--- config.mk ---
export PLATFORM = sky130hd
export DESIGN_NAME = arbiter_rr
export DESIGN_NICKNAME = d
export VERILOG_FILES = /design/src/rtl/arbiter_pkg.sv /design/src/rtl/rr_prio_enc.sv /design/src/rtl/arbiter_rr.sv
export SDC_FILE = /design/constraint.sdc
export NUM_CORES = 1
export LEC_CHECK = 0
export CAP_MARGIN = 10
export CORE_ASPECT_RATIO = 1.5
export CORE_MARGIN = 2
export CORE_UTILIZATION = 30
export CTS_CLUSTER_DIAMETER = 100
export DETAILED_ROUTE_END_ITERATION = 8
export HOLD_SLACK_MARGIN = 0.15
export MAX_ROUTING_LAYER = met4
export PLACE_DENSITY = 0.71
export SETUP_SLACK_MARGIN = 0.3
export SYNTH_ARGS = -nofsm -noshare
export SYNTH_HDL_FRONTEND = slang
export SYNTH_SLANG_ARGS = --single-unit
--- constraint.sdc ---
create_clock -name clk -period 3.5 [get_ports clk]
set_input_delay 0.525 -clock clk [delete_from_list [all_inputs] [get_ports clk]]
set_output_delay 0.525 -clock clk [all_outputs]
set_load 0.05 [all_outputs]
--- src/rtl/arbiter_pkg.sv ---
// arbiter_pkg: shared helpers for the round-robin arbiter.
//   clog2_min1 : index width for a requester count (never below 1 bit)
//   next_prio  : rotated priority after a grant (wraps to 0 after the last requester)
//   beat_lsb   : bit offset of a requester's beat inside the packed data bus
package arbiter_pkg;

  localparam int NUM_MAX = 16;

  function automatic int clog2_min1(input int n);
    int w;
    if (n > 32'sd1) begin
      w = $clog2(n);
    end else begin
      w = 32'sd1;
    end
    return w;
  endfunction

  function automatic int next_prio(input int g, input int num);
    int p;
    if (g == num - 32'sd1) begin
      p = 32'sd0;
    end else begin
      p = g + 32'sd1;
    end
    return p;
  endfunction

  function automatic int beat_lsb(input int idx, input int din);
    return idx * din;
  endfunction

endpackage

--- src/rtl/rr_prio_enc.sv ---
// rr_prio_enc: combinational rotating-priority encoder.
//   req         : request vector, one bit per requester
//   prio        : index that currently has highest priority
//   grant_idx   : first requester at or after prio (wrapping) with req set
//   grant_valid : high when any request is present
module rr_prio_enc
  import arbiter_pkg::*;
#(
  parameter int NUM  = 4,
  parameter int IDXW = clog2_min1(NUM)
) (
  input  logic [NUM-1:0]  req,
  input  logic [IDXW-1:0] prio,
  output logic [IDXW-1:0] grant_idx,
  output logic            grant_valid
);

  logic [2*NUM-1:0] req_rot_s;

  // Doubling the request vector and shifting by prio puts the search order in bit order.
  always_comb begin
    req_rot_s = {req, req} >> prio;
  end

  // Take the lowest set bit of the rotated vector and map it back to a requester index.
  always_comb begin
    int hit;
    hit         = 32'sd0;
    grant_valid = 1'b0;
    for (int k = 0; k < NUM; k++) begin
      if (!grant_valid && req_rot_s[k]) begin
        grant_valid = 1'b1;
        hit         = k;
      end else begin
        hit         = hit;
      end
    end
    grant_idx = IDXW'((int'(prio) + hit) % NUM);
  end

endmodule

--- src/rtl/arbiter_rr.sv ---
// arbiter_rr: NUM-input round-robin arbiter feeding one registered valid/ready stage.
// Optional feature: define ARB_PKT_LOCK_EN to hold the grant on one requester until
// it sends a beat whose data MSB (eot) is set.
// Ports:
//   clk        : clock, rising edge
//   rst        : asynchronous active-low reset
//   din_valid  : per-requester valid
//   din_ready  : per-requester ready, one-hot or zero
//   din_data   : requester i at bits [i*DIN +: DIN]
//   dout_valid : output stage holds a beat
//   dout_ready : downstream accepts
//   dout_data  : {index, data}, index in the MSBs
module arbiter_rr
  import arbiter_pkg::*;
#(
  parameter int NUM = 4,
  parameter int DIN = 16
) (
  input  logic                              clk,
  input  logic                              rst,
  input  logic [NUM-1:0]                    din_valid,
  output logic [NUM-1:0]                    din_ready,
  input  logic [NUM*DIN-1:0]                din_data,
  output logic                              dout_valid,
  input  logic                              dout_ready,
  output logic [DIN+clog2_min1(NUM)-1:0]    dout_data
);

  localparam int IDXW = clog2_min1(NUM);
  localparam int OUTW = DIN + IDXW;

  logic [IDXW-1:0] prio_q, prio_d;
  logic            out_valid_q, out_valid_d;
  logic [OUTW-1:0] out_data_q, out_data_d;
`ifdef ARB_PKT_LOCK_EN
  logic            lock_q, lock_d;
  logic [IDXW-1:0] lock_idx_q, lock_idx_d;
`endif

  logic [NUM-1:0]  req_s;
  logic [IDXW-1:0] grant_idx_s;
  logic            grant_valid_s;
  logic            accept_s;
  logic [DIN-1:0]  grant_data_s;

  // Restrict eligible requesters to the locked one while a packet is in flight.
  always_comb begin
    req_s = din_valid;
`ifdef ARB_PKT_LOCK_EN
    if (lock_q) begin
      for (int k = 0; k < NUM; k++) begin
        if (lock_idx_q == IDXW'(k)) begin
          req_s[k] = din_valid[k];
        end else begin
          req_s[k] = 1'b0;
        end
      end
    end else begin
      req_s = din_valid;
    end
`endif
  end

  rr_prio_enc #(
    .NUM  (NUM),
    .IDXW (IDXW)
  ) u_enc (
    .req         (req_s),
    .prio        (prio_q),
    .grant_idx   (grant_idx_s),
    .grant_valid (grant_valid_s)
  );

  // The stage can take a beat when empty or draining this cycle; held off while in reset.
  assign accept_s = rst & grant_valid_s & (~out_valid_q | dout_ready);

  // Select the granted beat and raise only that requester's ready.
  always_comb begin
    grant_data_s = {DIN{1'b0}};
    din_ready    = {NUM{1'b0}};
    for (int k = 0; k < NUM; k++) begin
      if (grant_idx_s == IDXW'(k)) begin
        grant_data_s = din_data[beat_lsb(k, DIN) +: DIN];
        din_ready[k] = accept_s;
      end else begin
        din_ready[k] = 1'b0;
      end
    end
  end

  // Next state: load on accept (which also covers a simultaneous drain), else clear on drain.
  always_comb begin
    prio_d      = prio_q;
    out_valid_d = out_valid_q;
    out_data_d  = out_data_q;
`ifdef ARB_PKT_LOCK_EN
    lock_d      = lock_q;
    lock_idx_d  = lock_idx_q;
`endif
    if (accept_s) begin
      out_valid_d = 1'b1;
      out_data_d  = {grant_idx_s, grant_data_s};
`ifdef ARB_PKT_LOCK_EN
      // eot=0 keeps the grant on this requester and freezes rotation.
      if (grant_data_s[DIN-1]) begin
        lock_d = 1'b0;
        prio_d = IDXW'(next_prio(int'(grant_idx_s), NUM));
      end else begin
        lock_d     = 1'b1;
        lock_idx_d = grant_idx_s;
      end
`else
      prio_d = IDXW'(next_prio(int'(grant_idx_s), NUM));
`endif
    end else if (dout_ready) begin
      out_valid_d = 1'b0;
    end else begin
      out_valid_d = out_valid_q;
    end
  end

  // Arbitration pointer, output stage and packet lock registers.
  always_ff @(posedge clk or negedge rst) begin
    if (!rst) begin
      prio_q      <= {IDXW{1'b0}};
      out_valid_q <= 1'b0;
      out_data_q  <= {OUTW{1'b0}};
`ifdef ARB_PKT_LOCK_EN
      lock_q      <= 1'b0;
      lock_idx_q  <= {IDXW{1'b0}};
`endif
    end else begin
      prio_q      <= prio_d;
      out_valid_q <= out_valid_d;
      out_data_q  <= out_data_d;
`ifdef ARB_PKT_LOCK_EN
      lock_q      <= lock_d;
      lock_idx_q  <= lock_idx_d;
`endif
    end
  end

  assign dout_valid = out_valid_q;
  assign dout_data  = out_data_q;

endmodule

==> flow_summary.json, run 1 <==
{
  "status": "completed",
  "first_pass_iters": 4,
  "slowest_delay_ns": 0.49,
  "multi_input_area_sq_um": 918.4,
  "synth_cells": 165,
  "setup_viol": 0,
  "worstPathCellList": "buf_6 > nand3b_1 > o211ai_1 > o31a_1 > ha_2 > xnor2_2 > or4_4 > and2_4 > ha_4 > buf_6 > and2_4 > buf_12",
  "synth_cell_types": 30,
  "grt_usage": 0.1950,
  "die_area_sq_um": 5426,
  "critPathTopFamily": "simple AND/OR/NAND/NOR gates",
  "drcViolationCount": 0,
  "avgSynthCellArea_sq_um": 8.804,
  "p_int_mw": 1.772,
  "holdCritPathClass": "reg2reg",
  "power.leakage_nw": 1.128,
  "finalCoreUtilization": 0.5978,
  "numCtsBuffers": 3,
  "gp_congestion": 0.7961,
  "worstPathMaxFanout": 4,
  "pwr-share-clk": 0.048,
  "cp-end-kind": "output pin",
  "yosys.area.top_type_share": 0.3618,
  "coreArea_sq_um": 4732,
  "fin_skew_ns": 0.009312,
  "drive_gt1_frac": 0.2347,
  "tritoncts": "done",
  "ir_worst_vdd_mv": 0.7702,
  "syn_nets": 241,
  "antenna_cells": 0,
  "synthArstFlopShare": 1.000,
  "pre_cts_ws_ns": -0.2643,
  "viasPerCell": 5.061,
  "cts_sinks": 21,
  "antenna_found_initial": 0,
  "slew_viol_final": 0,
  "fill_cells": 425,
  "holdWs_ns": 0.5334,
  "critPathLaunchType": "flop",
  "seq_power_share": 0.135,
  "synth_edf_count": 0,
  "finalCritPeriodShare": 0.9169,
  "synthTopCellsByArea": "dfrtp_1 36%, a221o_1 10%, o211ai_1 8.3%",
  "dieWidth_microns": 60.82,
  "power.density_nw_per_um2": 1185,
  "synth_top_cell_by_area": "dfrtp_1",
  "drt-initial-drc-count": 79,
  "synth-seq-cells": 21,
  "grt_pass1_vias": 1732,
  "vias": 1736,
  "syn_to_final_growth_pct": 94.75,
  "critPathBufInv": 3,
  "period_minus_slack_ns": 3.209,
  "postRouteAntennaNets": 0,
  "yosys_warnings": 0,
  "clk_pin_slew_worst_paths_ns": 0.08,
  "drv_cap": 0,
  "wl_microns": 5194,
  "synthTopCellsByCount": "21 x dfrtp_1, 19 x nand2_1, 19 x nor2_1, 16 x o211ai_1",
  "layout_setup_ws_ns": 0.2907,
  "worst_pin_slew_ns": 0.6668,
  "seq_area_frac_synth": 0.3618,
  "slew_headroom": 0.5497,
  "ys.flop_type": "dfrtp_1",
  "worstPathRequired_ns": 2.97,
  "p_sw_frac": 0.4715,
  "rsz0062_at_grt": "yes",
  "h-tree-depth": 1,
  "start_util": 0.3070,
  "path_class": "reg2out",
  "overflow": 0,
  "rows": 31,
  "clk_path_buf_depth": 2,
  "io_pins": 94,
  "fmaxAchievable_ghz": 0.3116,
  "hold_viol": 0,
  "switching_power_mw": 1.580,
  "combPwrFrac": 0.817,
  "synth_most_common_cell": "dfrtp_1",
  "wire_per_inst_microns": 15.14,
  "grt_max_degree": 24,
  "seqCellArea_sq_um": 526.8,
  "arrival_ns": 2.68,
  "fin_nets": 354,
  "syn_area_sq_um": 1453,
  "grt_pass1_wl_microns": 7859,
  "die_y_microns": 89.23,
  "clk_latency_ns": 0.26,
  "dpl.hpwl_microns": 4155,
  "slowest_stage": "or4_4",
  "cts_root_buf": "clkbuf_8",
  "port_buffers": 93
}
-- kinds of logic (layout without fill, tap and decap cells) --
| kind of cell | count (synthesis) | in the layout | share of synthesized area |
|---|---|---|---|
| compound gates | 61 | 61 | 0.3264 |
| buf+inv | 20 | 132 | 0.06029 |
| flops | 21 | 21 | 0.3618 |
| xor+xnor | 1 | 1 | 0.006030 |
| fa+ha+maj | 5 | 5 | 0.04307 |
| simple gates | 54 | 54 | 0.1792 |
| mux | 3 | 3 | 0.02325 |
-- through the flow --
| stage | power (mW) | std cells | area [sq um] | setup TNS [ns] |
|---|---|---|---|---|
| floorplan | 2.098 | 165 | 1499 | 0 |
| global placement | 2.906 | 332 | 2655 | -3.363 |
| detailed placement | 2.945 | 332 | 2655 | -4.136 |
| CTS | 3.260 | 341 | 2790 | 0 |
| global route | 3.575 | 343 | 2829 | 0 |
| finish | 3.352 | 343 | 2829 | 0 |
-- path summary, 6_finish.rpt --
kind	startpoint	end	slack [ns]	cells after the start
max in group asynchronous	rst	prio_q[1]$_DFFE_PN0P_	2.60	2
worst min register to register	dout_data[16]$_DFFE_PN0P_	dout_data[16]$_DFFE_PN0P_	0.53	1
worst max-delay path	prio_q[1]$_DFFE_PN0P_	din_ready[0]	0.29	12
worst max register to register	prio_q[1]$_DFFE_PN0P_	dout_data[0]$_DFFE_PN0P_	0.40	15
min in group asynchronous	rst	dout_data[11]$_DFFE_PN0P_	0.66	2
worst min-delay path	dout_data[16]$_DFFE_PN0P_	dout_data[16]$_DFFE_PN0P_	0.53	1
-- registers in the layout, indices dropped and copies added, names as in the netlist --
name and count:
dout_data 18, prio_q 2, dout_valid 1
-- power by group through the flow --
stage	Sequential, mW	Clock [mW]	Combinational, mW
after floorplan	0.814	0	1.28
after global placement	0.460	0	2.45
after detailed placement	0.465	0	2.48
after CTS	0.451	0.165	2.64
after global routing	0.467	0.174	2.93
final	0.452	0.162	2.74
-- worst reg2reg max path, stage by stage (launching register included) --
cell       delay [ns]
dfrtp_2          0.44
buf_6            0.13
nand3b_1         0.09
o211ai_1         0.10
o31a_1           0.13
ha_2             0.18
xnor2_2          0.13
or4_4            0.49
and2_4           0.19
ha_4             0.16
buf_4            0.13
nor2b_4          0.14
clkbuf_16        0.16
a221o_1          0.30
o211ai_1         0.11
a31oi_1          0.10
-- placed cells by master (no fill, tap or decap), types with 3 or more instances in the layout --
| cell type | netlist | routed |
|---|---|---|
| a21oi_1 | 4 | 3 |
| a221o_1 | 15 | 15 |
| a31oi_1 | 15 | 15 |
| and2_4 | 0 | 5 |
| buf_12 | 0 | 6 |
| buf_4 | 0 | 22 |
| buf_6 | 1 | 4 |
| clkbuf_8 | 0 | 3 |
| clkdlybuf4s50_1 | 0 | 85 |
| dfrtp_1 | 21 | 20 |
| ha_2 | 0 | 3 |
| inv_1 | 6 | 5 |
| mux2_2 | 3 | 3 |
| nand2_1 | 19 | 18 |
| nand3b_1 | 3 | 3 |
| nor2_1 | 19 | 19 |
| o211ai_1 | 16 | 16 |
| or3b_2 | 3 | 3 |
-- per-layer routing --
| layer | share of wire | vias up | track usage |
|---|---|---|---|
| li1 | - | 850 | - |
| met1 | 0.36 | 815 | 0.2235 |
| met2 | 0.57 | 59 | 0.3529 |
| met3 | 0.039 | 12 | 0.01013 |
| met4 | 0.027 | 0 | 0.06522 |
| met5 | 0 | - | - |
-- what timing repair did --
action	CTS	global route
gates cloned	0	1
pin swaps	9	10
hold buffers	0	0
setup buffers	5	1
resized for setup	28	4
setup endpoints to repair	20	19
-- layout make-up --
cell class | instances | area share
flip-flops and latches | 21 | 0.1862
repair buffers | 122 | 0.4356
clock inverters | 1 | 0.001769
multi-input cells | 124 | 0.3246
well taps | 66 | 0.02919
clock buffers | 3 | 0.01460
inverters | 6 | 0.007961
Note: power is estimated with default switching activity, not from simulation.
==> run 2, diff against run 1 <==
--- a/config.mk
+++ b/config.mk
@@ -10,6 +10,7 @@
 export CORE_MARGIN = 2
 export CORE_UTILIZATION = 30
 export CTS_CLUSTER_DIAMETER = 100
+export CTS_CLUSTER_SIZE = 30
 export DETAILED_ROUTE_END_ITERATION = 8
 export HOLD_SLACK_MARGIN = 0.15
 export MAX_ROUTING_LAYER = met4
==> results of run 2 <==
The final DEF is identical to that of run 1; final timing and power are the same.
==> run 3, diff against run 2 <==
--- a/config.mk
+++ b/config.mk
@@ -5,6 +5,7 @@
 export SDC_FILE = /design/constraint.sdc
 export NUM_CORES = 1
 export LEC_CHECK = 0
+export ABC_CLOCK_PERIOD_IN_PS = 3500
 export CAP_MARGIN = 10
 export CORE_ASPECT_RATIO = 1.5
 export CORE_MARGIN = 2
@@ -15,7 +16,7 @@
 export HOLD_SLACK_MARGIN = 0.15
 export MAX_ROUTING_LAYER = met4
 export PLACE_DENSITY = 0.71
-export SETUP_SLACK_MARGIN = 0.3
+export SETUP_SLACK_MARGIN = 0.5
 export SYNTH_ARGS = -nofsm -noshare
 export SYNTH_HDL_FRONTEND = slang
 export SYNTH_SLANG_ARGS = --single-unit
==> flow_summary.json, run 3 (synthesis gave the netlist of run 1 again) <==
{
  "fin_skew_ns": 0.005245,
  "period_minus_slack_ns": 3.251,
  "grt_pass1_vias": 1721,
  "tritoncts": "done",
  "drive_gt1_frac": 0.2401,
  "wl_microns": 4945,
  "first_pass_iters": 6,
  "cp.depth": 14,
  "port_buffers": 93,
  "die_y_microns": 89.23,
  "clk_path_buf_depth": 2,
  "fin_nets": 356,
  "hold_viol": 0,
  "dpl.hpwl_microns": 3798,
  "drcViolationCount": 0,
  "grt_pass1_wl_microns": 7803,
  "start_util": 0.3070,
  "slew_viol_final": 0,
  "drv_cap": 0,
  "clk_pin_slew_worst_paths_ns": 0.07,
  "io_pins": 94,
  "antenna_cells": 0,
  "instances_no_fill": 345,
  "postRouteAntennaNets": 0,
  "layout_setup_ws_ns": 0.2485,
  "drt-initial-drc-count": 83,
  "vias": 1732,
  "holdCritPathClass": "reg2reg",
  "wire_per_inst_microns": 14.33,
  "rows": 31,
  "die_area_sq_um": 5426,
  "numCtsBuffers": 3,
  "pre_cts_ws_ns": -0.4484,
  "worstPathRequired_ns": 2.97,
  "cp-end-kind": "output pin",
  "fmaxAchievable_ghz": 0.3076,
  "path_class": "in2out",
  "slew_headroom": 0.5587,
  "reg2reg_depth": 15,
  "critPathTopFamily": "simple AND/OR/NAND/NOR gates",
  "h-tree-depth": 1,
  "dpl_cell_area_sq_um": 2683,
  "arrival_ns": 2.73,
  "clk_latency_ns": 0.26,
  "grt_max_degree": 27,
  "cpMostUsedCell": "buf_6",
  "rsz0062_at_grt": "yes",
  "viasPerCell": 5.020,
  "slowest_delay_ns": 0.49,
  "place_inst": 332,
  "overflow": 0,
  "gp_congestion": 0.7509,
  "final_cell_mix": "85 x clkdlybuf4s50_1, 21 x buf_4, 20 x dfrtp_1, 19 x nor2_1, 17 x nand2_1",
  "worst_pin_slew_ns": 0.6605,
  "power.density_nw_per_um2": 1184,
  "grt_usage": 0.1908,
  "antenna_found_initial": 0,
  "worstPathMaxFanout": 4,
  "syn_to_final_growth_pct": 99.91,
  "dieWidth_microns": 60.82,
  "postCtsHoldBufs": 0,
  "cts_sinks": 21,
  "design_area_sq_um": 2904,
  "fill_cells": 434,
  "setup_viol": 0,
  "finalCoreUtilization": 0.6137,
  "cts_root_buf": "clkbuf_8",
  "ir_worst_vdd_mv": 0.7326,
  "critPathLaunchType": "input pin",
  "coreArea_sq_um": 4732,
  "slowest_stage": "or4_4",
  "critPathBufInv": 5,
  "finalCritPeriodShare": 0.9290,
  "worstPathCellList": "buf_6 > buf_6 > inv_12 > o21ai_2 > a21oi_1 > o31a_1 > ha_2 > xnor2_2 > or4_4 > and2_4 > ha_4 > buf_6 > and2_4 > buf_12",
  "largest_reg_flops": 18,
  "mostFrequentLayoutCell": "clkdlybuf4s50_1",
  "min_path_cells": 1,
  "status": "completed",
  "power.leakage_nw": 1.151
}
-- run 3: metrics by stage --
stage	power, mW	hold slack [ns]	setup TNS, ns
after floorplan	2.200	0.2294	0
after global placement	2.872	0.5070	-6.128
after detailed placement	2.910	0.5147	-6.941
after CTS	3.362	0.5323	0
after global routing	3.670	0.5559	0
final	3.438	0.5250	0
-- run 3: per-layer routing --
layer | up-vias | GRT usage | wire length, microns
li1 | 855 | - | -
met1 | 788 | 0.2163 | 1904
met2 | 75 | 0.3490 | 2683
met3 | 14 | 0.01013 | 223
met4 | 0 | 0.06126 | 133
met5 | - | - | 0
-- run 3: where the power goes --
part / internal [mW] / switching (mW) / total, mW
Combinational: 1.39 / 1.44 / 2.83
Clock: 0.0792 / 0.0798 / 0.159
Sequential: 0.368 / 0.0835 / 0.451
Total: 1.84 / 1.60 / 3.44
-- run 3: final cells by class --
cell class / count / area [sq um] / area share
clock buffer: 3 / 41.29 / 0.01422
clock inverter: 1 / 5.005 / 0.001723
inverter: 6 / 35.03 / 0.01206
multi-input combinational: 124 / 942.2 / 0.3244
sequential: 21 / 526.8 / 0.1814
tap: 66 / 82.58 / 0.02844
timing repair buffer: 124 / 1271 / 0.4377
-- run 3: worst register-to-register path: stages (launching register included) --
cell	delay [ns]
dfrtp_2	0.45
o21ai_2	0.12
a21oi_1	0.07
o31a_1	0.24
ha_2	0.19
xnor2_2	0.14
or4_4	0.49
and2_4	0.19
ha_4	0.15
buf_4	0.13
buf_6	0.11
nor2b_4	0.15
buf_12	0.14
a221o_1	0.13
o211ai_1	0.10
a31oi_1	0.21
-- run 3: worst paths after layout --
check,startpoint,endpoint,slack (ns)
min in group asynchronous,rst,dout_valid$_DFFE_PN0P_,0.66
max in group asynchronous,rst,prio_q[1]$_DFFE_PN0P_,2.60
hold reg to reg,dout_data[16]$_DFFE_PN0P_,dout_data[16]$_DFFE_PN0P_,0.52
hold / removal,dout_data[16]$_DFFE_PN0P_,dout_data[16]$_DFFE_PN0P_,0.52
setup reg to reg,prio_q[1]$_DFFE_PN0P_,dout_data[5]$_DFFE_PN0P_,0.39
setup / recovery,din_valid[0],din_ready[1],0.25
-- run 3: what timing repair did --
action	CTS	global route
setup endpoints to repair	21	21
setup buffers	6	2
pin swaps	20	17
gates resized for setup	20	11
gates cloned	1	0
